--- src/rtl/reg_context_engine.sv ---
// reg_context_engine
//   Save/restore engine for register context. On a start strobe it either
//   streams registers FIRST_REG..LAST_REG from the register-file read port
//   into data memory (save), or fetches bytes from data memory and writes
//   them back through the register-file write port (restore).
//
// Ports
//   clk, rst             single clock, synchronous active-high reset
//   start/mode/base_addr command strobe, direction (0=save, 1=restore),
//                        memory address of FIRST_REG's byte
//   busy, done           busy while not idle; one-cycle completion pulse
//   rf_raddr/rf_rdata    register-file read port (combinational read)
//   rf_we/waddr/wdata    register-file write port
//   mem_req/we/addr/     memory request, held until mem_ready
//   wdata/ready/rdata
module reg_context_engine #(
  parameter int FIRST_REG = 1,
  parameter int LAST_REG  = 31,
  parameter int ADDR_W    = 8
) (
  input  logic              clk,
  input  logic              rst,
  input  logic              start,
  input  logic              mode,
  input  logic [ADDR_W-1:0] base_addr,
  output logic              busy,
  output logic              done,
  output logic [4:0]        rf_raddr,
  input  logic [7:0]        rf_rdata,
  output logic              rf_we,
  output logic [4:0]        rf_waddr,
  output logic [7:0]        rf_wdata,
  output logic              mem_req,
  output logic              mem_we,
  output logic [ADDR_W-1:0] mem_addr,
  output logic [7:0]        mem_wdata,
  input  logic              mem_ready,
  input  logic [7:0]        mem_rdata
);

  typedef enum logic [2:0] {IDLE, SAVE, RD_REQ, RD_WR, DONE} state_t;

  localparam logic [4:0]        FIRST_IDX = 5'(FIRST_REG);
  localparam logic [4:0]        LAST_IDX  = 5'(LAST_REG);
  localparam logic [ADDR_W-1:0] FIRST_OFS = ADDR_W'(FIRST_REG);

  state_t            state_reg;
  logic [4:0]        cur_reg;
  logic [ADDR_W-1:0] base_reg;
  logic [7:0]        wdata_reg;
  logic              busy_reg;
  logic              done_reg;

  logic in_save;
  logic in_rd_req;
  logic in_rd_wr;

  // busy/done are tracked alongside the state transitions so they come
  // straight from flops; busy_reg mirrors (state_reg != IDLE).
  always_ff @(posedge clk) begin
    if (rst) begin
      state_reg <= IDLE;
      cur_reg   <= FIRST_IDX;
      base_reg  <= '0;
      wdata_reg <= '0;
      busy_reg  <= 1'b0;
      done_reg  <= 1'b0;
    end else begin
      done_reg <= 1'b0;
      case (state_reg)
        IDLE: begin
          if (start) begin
            base_reg  <= base_addr;
            cur_reg   <= FIRST_IDX;
            busy_reg  <= 1'b1;
            state_reg <= mode ? RD_REQ : SAVE;
          end
        end
        SAVE: begin
          if (mem_ready) begin
            if (cur_reg == LAST_IDX) begin
              state_reg <= DONE;
              done_reg  <= 1'b1;
            end else begin
              cur_reg <= cur_reg + 5'd1;
            end
          end
        end
        RD_REQ: begin
          if (mem_ready) begin
            wdata_reg <= mem_rdata;
            state_reg <= RD_WR;
          end
        end
        RD_WR: begin
          if (cur_reg == LAST_IDX) begin
            state_reg <= DONE;
            done_reg  <= 1'b1;
          end else begin
            cur_reg   <= cur_reg + 5'd1;
            state_reg <= RD_REQ;
          end
        end
        DONE: begin
          state_reg <= IDLE;
          busy_reg  <= 1'b0;
        end
        default: begin
          state_reg <= IDLE;
          busy_reg  <= 1'b0;
        end
      endcase
    end
  end

  assign in_save   = (state_reg == SAVE);
  assign in_rd_req = (state_reg == RD_REQ);
  assign in_rd_wr  = (state_reg == RD_WR);

  assign busy = busy_reg;
  assign done = done_reg;

  // Memory side: address wraps naturally in ADDR_W bits. Everything is
  // gated to zero while no request is outstanding.
  assign mem_req   = in_save | in_rd_req;
  assign mem_we    = in_save;
  assign mem_addr  = mem_req ? (base_reg + (ADDR_W'(cur_reg) - FIRST_OFS)) : '0;
  assign mem_wdata = in_save ? rf_rdata : 8'h00;

  // Register-file side: register 0 is hard-wired, so a write to it is
  // suppressed even if the parameters would allow it.
  assign rf_raddr = in_save  ? cur_reg : 5'd0;
  assign rf_we    = in_rd_wr && (cur_reg != 5'd0);
  assign rf_waddr = in_rd_wr ? cur_reg : 5'd0;
  assign rf_wdata = in_rd_wr ? wdata_reg : 8'h00;

endmodule
--- config.mk ---
export PLATFORM = sky130hd
export DESIGN_NAME = reg_context_engine
export DESIGN_NICKNAME = d
export VERILOG_FILES = /design/src/rtl/reg_context_engine.sv
export SDC_FILE = /design/constraint.sdc
export NUM_CORES = 1
export LEC_CHECK = 0
export CORE_MARGIN = 3
export CORE_UTILIZATION = 29
export DETAILED_ROUTE_END_ITERATION = 12
export PLACE_DENSITY = 0.63
export RECOVER_POWER = 50
export SYNTH_ARGS = -nofsm -noshare
export SYNTH_HDL_FRONTEND = slang
export SYNTH_SLANG_ARGS = --single-unit
--- constraint.sdc ---
create_clock -name clk -period 6.24 [get_ports clk]
set_input_delay 1.872 -clock clk [delete_from_list [all_inputs] [get_ports clk]]
set_output_delay 1.872 -clock clk [all_outputs]
set_load 0.01 [all_outputs]
==> results of run 1 <==
==> logic make-up after synthesis <==
logic type / Yosys count / share of synthesized area
flops: 26 / 0.3081
buf+inv: 24 / 0.06296
compound gates: 42 / 0.1563
simple gates: 96 / 0.2896
xor+xnor: 7 / 0.03630
mux: 9 / 0.05334
fa+ha+maj: 12 / 0.09333
==> cell type report <==
class / count / area [um2]
Fill cell: 604 / 3141
Multi-Input combinational cell: 166 / 1057
Timing Repair Buffer: 67 / 670.6
Sequential cell: 26 / 520.5
Tap cell: 72 / 90.09
Clock buffer: 4 / 55.05
Inverter: 10 / 40.04
==> worst paths after layout <==
path                                  start          end  slack [ns]  cells after the start
worst max-delay path             cur_reg[0]  mem_addr[6]        1.27                     10
worst min register to register  base_reg[2]  base_reg[2]        0.47                      2
worst max register to register   cur_reg[0]   cur_reg[3]        4.05                      8
worst min-delay path            base_reg[2]  base_reg[2]        0.47                      2
==> critical path, cell delays in order, from the launching register on <==
cell and delay (ns):
dfxtp_1 0.44, inv_1 0.15, ha_1 0.25, xor2_1 0.15, ha_1 0.33, nor2b_1 0.17, o31a_1 0.27, o21a_1 0.19
o21a_1 0.17, nor3_1 0.16, clkdlybuf4s50_1 0.56
==> per-stage QoR <==
| stage | instance area, um2 | hold WS, ns | cells |
|---|---|---|---|
| 6_report | 2434 | 0.4673 | 345 |
| 5_1_grt | 2434 | 0.5041 | 345 |
| 4_1_cts | 2439 | 0.4694 | 345 |
| 3_5_place_dp | 2384 | 0.4535 | 341 |
| 3_3_place_gp | 2384 | 0.4486 | 341 |
| 2_1_floorplan | 1689 | 0.4400 | 216 |
==> cell usage in the layout (no fill, tap or decap), drive strengths merged, types with 5 or more instances in the layout <==
cell type       n
clkdlybuf4s50  60
dfxtp          26
nor2           22
nand2          20
and3           17
a21oi          17
nor3           12
and2           12
ha             11
inv            10
mux2i           9
dlygate4sd3     7
o21ai           6
nand3           6
a211oi          5
==> power by group through the flow <==
stage	Clock, mW	Sequential (mW)	Combinational [mW]
5_1_grt	0.121	0.198	0.194
6_report	0.110	0.195	0.171
4_1_cts	0.115	0.195	0.175
3_5_place_dp	0	0.199	0.175
2_1_floorplan	0	0.190	0.115
3_3_place_gp	0	0.199	0.173
==> synthesized netlist by cell type (all sizes together) <==
cell,instances,share of area
dfxtp,26,0.31
nor2,22,0.049
nand2,20,0.044
a21oi,17,0.050
and3,17,0.063
and2,12,0.044
nor3,12,0.036
ha,11,0.081
inv,10,0.024
mux2i,9,0.053
buf,7,0.024
clkbuf,7,0.016
nand3,6,0.025
o21ai,6,0.018
a211oi,5,0.022
xor2,4,0.021
nor2b,3,0.011
o21a,3,0.013
xnor2,3,0.016
a211o,2,0.010
a21o,2,0.0089
nand2b,2,0.0074
a21boi,1,0.0044
a22oi,1,0.0044
a31oi,1,0.0037
fa,1,0.012
nand4b,1,0.0052
o211ai,1,0.0074
o21bai,1,0.0044
o22ai,1,0.0037
o31a,1,0.0052
or4,1,0.0044
==> per-layer routing <==
metal / vias to the layer above / wire, um / share of wire
met1: 753 / 1887 / 0.43
met4: 0 / 49 / 0.011
met2: 41 / 2161 / 0.50
li1: 857 / - / -
met5: - / 0 / 0
met3: 4 / 253 / 0.058
==> impl_metrics.ini, run 1 <==
[sta]
finalSetupTns_ns = 0
finalHoldViolCount = 0
rsz0062_at_grt = no
skew_ns = 0.002410
worst_slack_ns = 1.269
fin_crit_sh = 0.7967
finalSetupViolCount = 0
worstMarginPinSlew_ns = 0.9680
fmax_mhz = 201.2
finalCriticalPeriod_ns = 4.971
slew_headroom = 0.3525
slew_violations = 0

[floorplan]
rows = 27
core_mm2 = 0.005574
floorplan.initialDensity = 0.3030
die_x_um = 82.32
dieArea_mm2 = 0.006777
ios = 68
die_y_um = 82.32

[clock_network]
clkTransAtPathRegs_ns = 0.09
cts_tree = yes
numCtsBuffers = 3
cts_resized = 0
cts_root_buf = clkbuf_8
cts_buffer_depth = 2
cts_htree_levels = 1
insertion_delay_ns = 0.27
cts.hold.buffers_added = 0
clock_sinks = 26
post_cts_buffers = 0

[power]
p_seq_frac = 0.409
total_power_uw = 475.8
power_leakage_nw = 1.009
power.switching_uw = 157.8
clock_power_share = 0.231
vdd_drop_max_v = 0.0001104
p_sw_frac = 0.3316
power_density_mw_per_mm2 = 195.5
intPower_uw = 318.0
comb_power_share = 0.360

[global_route]
met1_usage = 0.1657
grt-busiest-layer = met2
grt_use_total = 0.1352
grt_pass1_wl_mm = 7.293
grt_overflow = 0
use_met3 = 0.02386
grt_pass1_vias = 1611
use_met2 = 0.2396
antenna_found_initial = 0
grt_max_degree = 26

[drt]
drtIter0Drc = 42
wl_per_cell_um = 12.61
drc = 0
vias = 1655
wirelength_mm = 4.352
drt-vias-per-instance = 4.797
ant_nets = 0
firstDrtPassIters = 4

[layout]
drive_gt1_frac = 0.02198
final_util = 0.4366
fin_nets = 315
diodes = 0
area_delta_synth_final_pct = 44.07

[worst_setup_path]
end_kind = output port
path_max_fanout = 6
critical_path_required_ns = 4.37
cp.arrival_ns = 3.10
worstSetupStartpointType = flop
worst-setup-path-type = flop to output port

[logic_synthesis]
ys_warn_count = 0
synth-seq-cells = 26
ys_seq_area_frac = 0.3081
synth.avg_cell_area_um2 = 7.820
synth_cell_types = 37
synth_cells = 216
syn_area_mm2 = 0.001689
synth.net_count = 257

[worst_hold_path]
min_path_type = flop to flop

[placement]
port_buffers = 67
place_worst_setup_slack_ns = 1.403
gp_congestion = 0.7924
dp_hpwl_mm = 3.315

[run_status]
outcome = finished, final reports clean

[run]
drv_cap = 0
No activity file was read; power rests on OpenSTA's default activity.
==> inputs of run 2 (changes only) <==
clock period = 5 ns   (was 6.24 ns; I/O delays follow)
==> impl_metrics.ini, run 2 (synthesized netlist as in run 1, its figures left out) <==
[worst_setup_path]
path_max_fanout = 6
critPathMaxStageDelay_ns = 0.56
worstSetupStartpointType = flop
reg2reg_depth = 8
crit_chain = inv_1, ha_1, xor2_1, ha_1, nor2b_1, o31a_1, o21a_1, o21a_1, nor3_1, clkdlybuf4s50_1
cp.arrival_ns = 3.06
crit_family = buffers and inverters
critical_path_required_ns = 3.50
worst-setup-path-type = flop to output port
rr_startpoint = cur_reg[0]
cp_slowest_cell = clkdlybuf4s50_1
r2r-end = cur_reg[3]
worst-path-buf-inv = 2
r2r_slack_ns = 2.85
end_kind = output port

[power]
total_power_uw = 636.7
power_density_mw_per_mm2 = 259.1
vdd_drop_max_v = 0.00009668
power_leakage_nw = 1.023

[clock_network]
cts.hold.buffers_added = 0
insertion_delay_ns = 0.27
cts_root_buf = clkbuf_8
clkTransAtPathRegs_ns = 0.10
post_cts_buffers = 0
cts_buffer_depth = 2
clock_sinks = 26
cts_tree = yes
numCtsBuffers = 3
cts_resized = 0
cts_htree_levels = 1

[sta]
worstMarginPinSlew_ns = 0.9802
fmax_mhz = 219.3
fin_crit_sh = 0.9121
finalSetupViolCount = 0
rsz0062_at_grt = no
finalHoldViolCount = 0
skew_ns = 0.001155
slew_violations = 0
finalSetupTns_ns = 0
slew_headroom = 0.3444
finalCriticalPeriod_ns = 4.560

[layout]
drive_gt1_frac = 0.02920
final_common_cell = clkdlybuf4s50_1
fin_nets = 316
diodes = 0
area_delta_synth_final_pct = 45.48
final_util = 0.4409
layout_common_cells = clkdlybuf4s50_1, dfxtp_1, nor2_1

[floorplan]
die_x_um = 82.32
die_y_um = 82.32
core_mm2 = 0.005574
rows = 27
dieArea_mm2 = 0.006777
ios = 68
floorplan.initialDensity = 0.3030

[worst_hold_path]
hold_end = busy
hold_depth = 2
min_path_type = flop to flop
worstHoldStart = busy

[global_route]
grt_pass1_wl_mm = 7.355
grt_overflow = 0
antenna_found_initial = 0
grt_max_degree = 26
grt_pass1_vias = 1561
grt_use_total = 0.1348

[drt]
vias = 1650
wirelength_mm = 4.386
drt-vias-per-instance = 4.769
firstDrtPassIters = 4
ant_nets = 0
wl_per_cell_um = 12.68
drc = 0
drtIter0Drc = 53

[placement]
gp_congestion = 0.7727
dp_hpwl_mm = 3.290
port_buffers = 67

[run]
drv_cap = 0

[run_status]
outcome = finished, final reports clean
-- run 2: cell count changes in the layout (fill, tap and decap cells not counted) --
| cell | delta |
|---|---|
| buf_4 | +1 |
| bufinv_16 | +1 |
| clkbuf_8 | -1 |
| clkdlybuf4s50_1 | -1 |
| dlygate4sd3_1 | +1 |
| inv_1 | -1 |
| inv_2 | +1 |
-- run 2: worst max-delay path by stage --
| stage | cells past startpoint | to | from |
|---|---|---|---|
| detailed placement | 10 | mem_addr[6] | cur_reg[0] |
| global placement | 10 | mem_addr[6] | cur_reg[0] |
| floorplan | 9 | mem_addr[6] | cur_reg[0] |
| finish | 10 | mem_addr[6] | cur_reg[0] |
| CTS | 10 | mem_addr[6] | cur_reg[0] |
| global route | 10 | mem_addr[6] | cur_reg[0] |
-- run 2: power by group --
group	internal [mW]	switching, mW
combinational	0.104	0.117
sequential	0.223	0.0136
clock	0.107	0.0718
total	0.434	0.203
-- run 2: through the flow --
stage / instance area [um2] / worst slack (ns) / cells / hold WS (ns)
2_1_floorplan: 1689 / 1.321 / 216 / 0.4400
3_3_place_gp: 2391 / 0.7990 / 342 / 0.4489
3_5_place_dp: 2391 / 0.7639 / 342 / 0.4542
4_1_cts: 2462 / 0.4482 / 346 / 0.4694
5_1_grt: 2457 / 0.2269 / 346 / 0.4926
6_report: 2457 / 0.4396 / 346 / 0.4622
-- run 2: metal layers --
layer | vias up | routed length (um) | GRT usage
met3 | 2 | 315 | 0.03579
li1 | 857 | - | -
met2 | 50 | 2106 | 0.2236
met5 | - | 0 | 0
met4 | 0 | 19 | 0.02990
met1 | 741 | 1944 | 0.1741
-- run 2: worst min-delay path, delay by kind of cell, from the launching register on --
family	cells	cell delay (ns)
AOI/OAI and AO/OA	1	0.05
DFF	1	0.32
buffers and inverters	1	0.05
-- run 2: cell type report --
class	instances	area, um2
clock buffers	3	41.29
clock inverters	1	30.03
fillers	563	3117
inverters	10	40.04
multi-input cells	166	1057
flip-flops and latches	26	520.5
well taps	72	90.09
repair buffers	68	678.2
==> inputs of run 3 (changes only) <==
CELL_PAD_IN_SITES_DETAIL_PLACEMENT = 0   (was default)
CELL_PAD_IN_SITES_GLOBAL_PLACEMENT = 1   (was default)
PLACE_DENSITY = 0.82   (was 0.63)
==> impl_metrics.ini, run 3 (synthesized netlist as in run 1, its figures left out) <==
[run_status]
outcome = finished, final reports clean

[clock_network]
insertion_delay_ns = 0.27
cts_htree_levels = 1
post_cts_buffers = 0
clock_sinks = 26
clkTransAtPathRegs_ns = 0.09
cts_buffer_depth = 2
cts_resized = 0
cts_tree = yes
cts_root_buf = clkbuf_8
cts.hold.buffers_added = 0
numCtsBuffers = 3

[drt]
wirelength_mm = 4.493
vias = 1641
drtIter0Drc = 82
drc = 0
drt-vias-per-instance = 4.770
ant_nets = 0
wl_per_cell_um = 13.06
firstDrtPassIters = 6

[floorplan]
die_x_um = 82.32
ios = 68
rows = 27
core_mm2 = 0.005574
die_y_um = 82.32
floorplan.initialDensity = 0.3030
dieArea_mm2 = 0.006777

[sta]
fin_crit_sh = 0.9085
finalSetupViolCount = 0
slew_headroom = 0.3514
worstMarginPinSlew_ns = 0.9698
worst_slack_ns = 0.4573
finalHoldViolCount = 0
worst_hold_slack_ns = 0.4645
skew_ns = 0.004475
rsz0062_at_grt = no
finalSetupTns_ns = 0
slew_violations = 0
finalCriticalPeriod_ns = 4.543
fmax_mhz = 220.1

[placement]
dp_hpwl_mm = 3.387
gp_congestion = 0.7955
place_worst_setup_slack_ns = 0.7662
port_buffers = 67
placedInstanceArea_mm2 = 0.002384

[layout]
layout_common_cells = clkdlybuf4s50_1, dfxtp_1, nor2_1
area_delta_synth_final_pct = 43.26
post-route-cell-area_mm2 = 0.002420
final_util = 0.4341
final.fill_count = 576
fin_nets = 315
drive_gt1_frac = 0.01838
final_common_cell = clkdlybuf4s50_1
diodes = 0

[global_route]
grt_use_total = 0.1394
grt_pass1_vias = 1580
grt_overflow = 0
grt_max_degree = 26
antenna_found_initial = 0
grt_pass1_wl_mm = 7.424

[power]
power_density_mw_per_mm2 = 238.9
vdd_drop_max_v = 0.0001413
power_leakage_nw = 1.002

[worst_setup_path]
worst-setup-path-type = flop to output port
cp.arrival_ns = 3.04
end_kind = output port
worstSetupStartpointType = flop
crit_path_start = cur_reg[0]
critical_path_required_ns = 3.50
path_max_fanout = 6
rr_startpoint = cur_reg[0]

[worst_hold_path]
worstHoldStart = base_reg[6]
min_path_type = flop to flop

[run]
drv_cap = 0
## run 3: changes by cell type in the layout (fill, tap and decap cells not counted)
cell             before  now
inv_1                 8    9
clkdlybuf4s50_1      59   60
dlygate4sd3_1         8    7
buf_4                 1    0
bufinv_16             1    0
inv_2                 1    0
## run 3: critical path, cell delays in order (launching register included)
cell and delay, ns:
dfxtp_1 0.42, inv_1 0.15, ha_1 0.25, xor2_1 0.14, ha_1 0.32, nor2b_1 0.16, o31a_1 0.26, o21a_1 0.19
o21a_1 0.17, nor3_1 0.16, clkdlybuf4s50_1 0.56
## run 3: final timing paths
path / end / slack (ns) / cells after the start
max: mem_addr[6] / 0.46 / 10
min: base_reg[6] / 0.46 / 2
max reg2reg: cur_reg[3] / 2.84 / 8
min reg2reg: base_reg[6] / 0.46 / 2
## run 3: final cells by class
class | count | area (um2) | area share
tap | 72 | 90.09 | 0.03723
clock buffer | 3 | 41.29 | 0.01706
timing repair buffer | 67 | 670.6 | 0.2771
inverter | 10 | 40.04 | 0.01655
multi-input combinational | 166 | 1057 | 0.4369
sequential | 26 | 520.5 | 0.2151
## run 3: layer usage
layer  wire (um)  part of all wire  vias up  track usage
met2        2159              0.48       47       0.2340
met1        1995              0.44      740       0.1765
met5           0                 0        -            0
met3         322             0.072        2      0.04664
li1            -                 -      852            -
met4          15            0.0033        0      0.01993
## run 3: power by group
| part | switching (mW) | internal (mW) |
|---|---|---|
| Sequential | 0.0197 | 0.223 |
| Clock | 0.0662 | 0.0540 |
| Combinational | 0.112 | 0.103 |
| Total | 0.198 | 0.380 |
## run 3: per-stage QoR
stage,std cells,power [mW]
6_report,344,0.5782
3_3_place_gp,341,0.4672
3_5_place_dp,341,0.4675
5_1_grt,344,0.6251
4_1_cts,344,0.5889
2_1_floorplan,216,0.3804
==> edit (flow settings as in run 3) <==
The parameter `ADDR_W` goes from 8 to 9.
--- a/src/rtl/reg_context_engine.sv
+++ b/src/rtl/reg_context_engine.sv
@@ -16,7 +16,7 @@
 module reg_context_engine #(
   parameter int FIRST_REG = 1,
   parameter int LAST_REG  = 31,
-  parameter int ADDR_W    = 8
+  parameter int ADDR_W    = 9
 ) (
   input  logic              clk,
   input  logic              rst,
Interface: changed (resized base_addr and mem_addr); port bits go from 68 to 70. No check against the original RTL was run, so the function may have changed too.
==> edit against run 3 <==
- final cell count increased by 2.6%
- sequential power increased by 4%
- area after synthesis increased by 3.1%
- critical path depth unchanged
- power increased by 4.7%
- final area increased by 3.2%
- critical path type unchanged
- highest routed layer unchanged
- wire length increased by 2.3%
- non-clock buffer count increased by 3
- clock skew about the same
- sequential cell count increased by 1
- setup slack improved by 0.038 ns
- fmax increased by 0.83%
- core utilization increased by 0.86 points
==> edit: results (changes against run 3) <==
| Metric | Value |
|---|---|
| Status | `finished clean` |
| Slowest stage delay, CP | `0.54 ns (-0.02 ns)` |
| Starting DRT DRC Count | `67 (-18%)` |
| Syn Nets | `264 (+2.7%)` |
| Min Clock Period, post-route | `4.51 ns (-0.0375 ns)` |
| First-pass GRT wire length | `7.83 mm (+5.5%)` |
| Comb. pwr | `227 uW (+6%)` |
| R2r setup slk | `2.87 ns (+0.03 ns)` |
| Post-DP Area | `2460 sq um (+3.2%)` |
| Internal power | `397 uW (+4.3%)` |
| Via count | `1,686 (+2.7%)` |
| Adder-Cell Fraction of Synth Area | `9.77% (+0.44 points)` |
| Via density | `4.78 (+0.12%)` |
| # fillers | `582 (+1.0%)` |
| GRT Overall Usage | `13.2% (-0.72 points)` |
| Compound-Gate Fraction of Synth Area | `15.1% (-0.54 points)` |
| Post-synth top cells | `dfxtp_1, nand2_1, nor2_1` |
| Post-synthesis mux area share | `5.17% (-0.16 points)` |
| Flop pwr share | `41.6% (-0.4 points)` |
| Syn Area/Cell | `7.88 sq um (+0.78%)` |
| Fraction of layout cells with a size suffix above 1 | `2.14% (+0.30 points)` |
| GP Congestion | `0.800 (+0.59%)` |
| Total Power | `606 uW (+4.7%)` |
| Area contributors post-synth | `dfxtp_1, ha_1, and3_1, a21oi_1, nand2_1` |
| Peak supply drop | `0.000113 V (-20%)` |
| Pleak | `1.07 nW (+6.6%)` |
| Worst hold slack | `0.462 ns (-0.00288 ns)` |
edit: layout make-up:
class	count	area [sq um]	area share (%)
multi-input combinational	172	1100	43.9
sequential	27	541	21.6
inverter	8	30.0	1.20
tap	72	90.1	3.61
clock buffer	3	41.3	1.65
timing repair buffer	70	694	27.8
clock inverter	1	5.00	0.200
edit: worst reg2reg max path: cells and delay by family, from the launching register on:
family	cells	cell delay, ns
adders and majority gates	2	0.45
and+or+nand+nor	2	0.66
DFF	1	0.36
buffers and inverters	1	0.07
AOI/OAI and AO/OA	3	0.51
edit: metal layers:
layer	GRT usage (%)	vias to the layer above	part of all wire (%)
met1	17.5	754	48
met3	3.26	2	6.6
met4	2.19	0	0.37
li1	-	878	-
met5	0	-	0
met2	22.2	52	45
edit: final timing paths:
check	endpoint	depth (start not counted)	startpoint
worst max-delay path	mem_addr[7]	10	cur_reg[0]
worst min-delay path	busy	2	busy
worst max register to register	cur_reg[3]	8	cur_reg[0]
worst min register to register	busy	2	busy
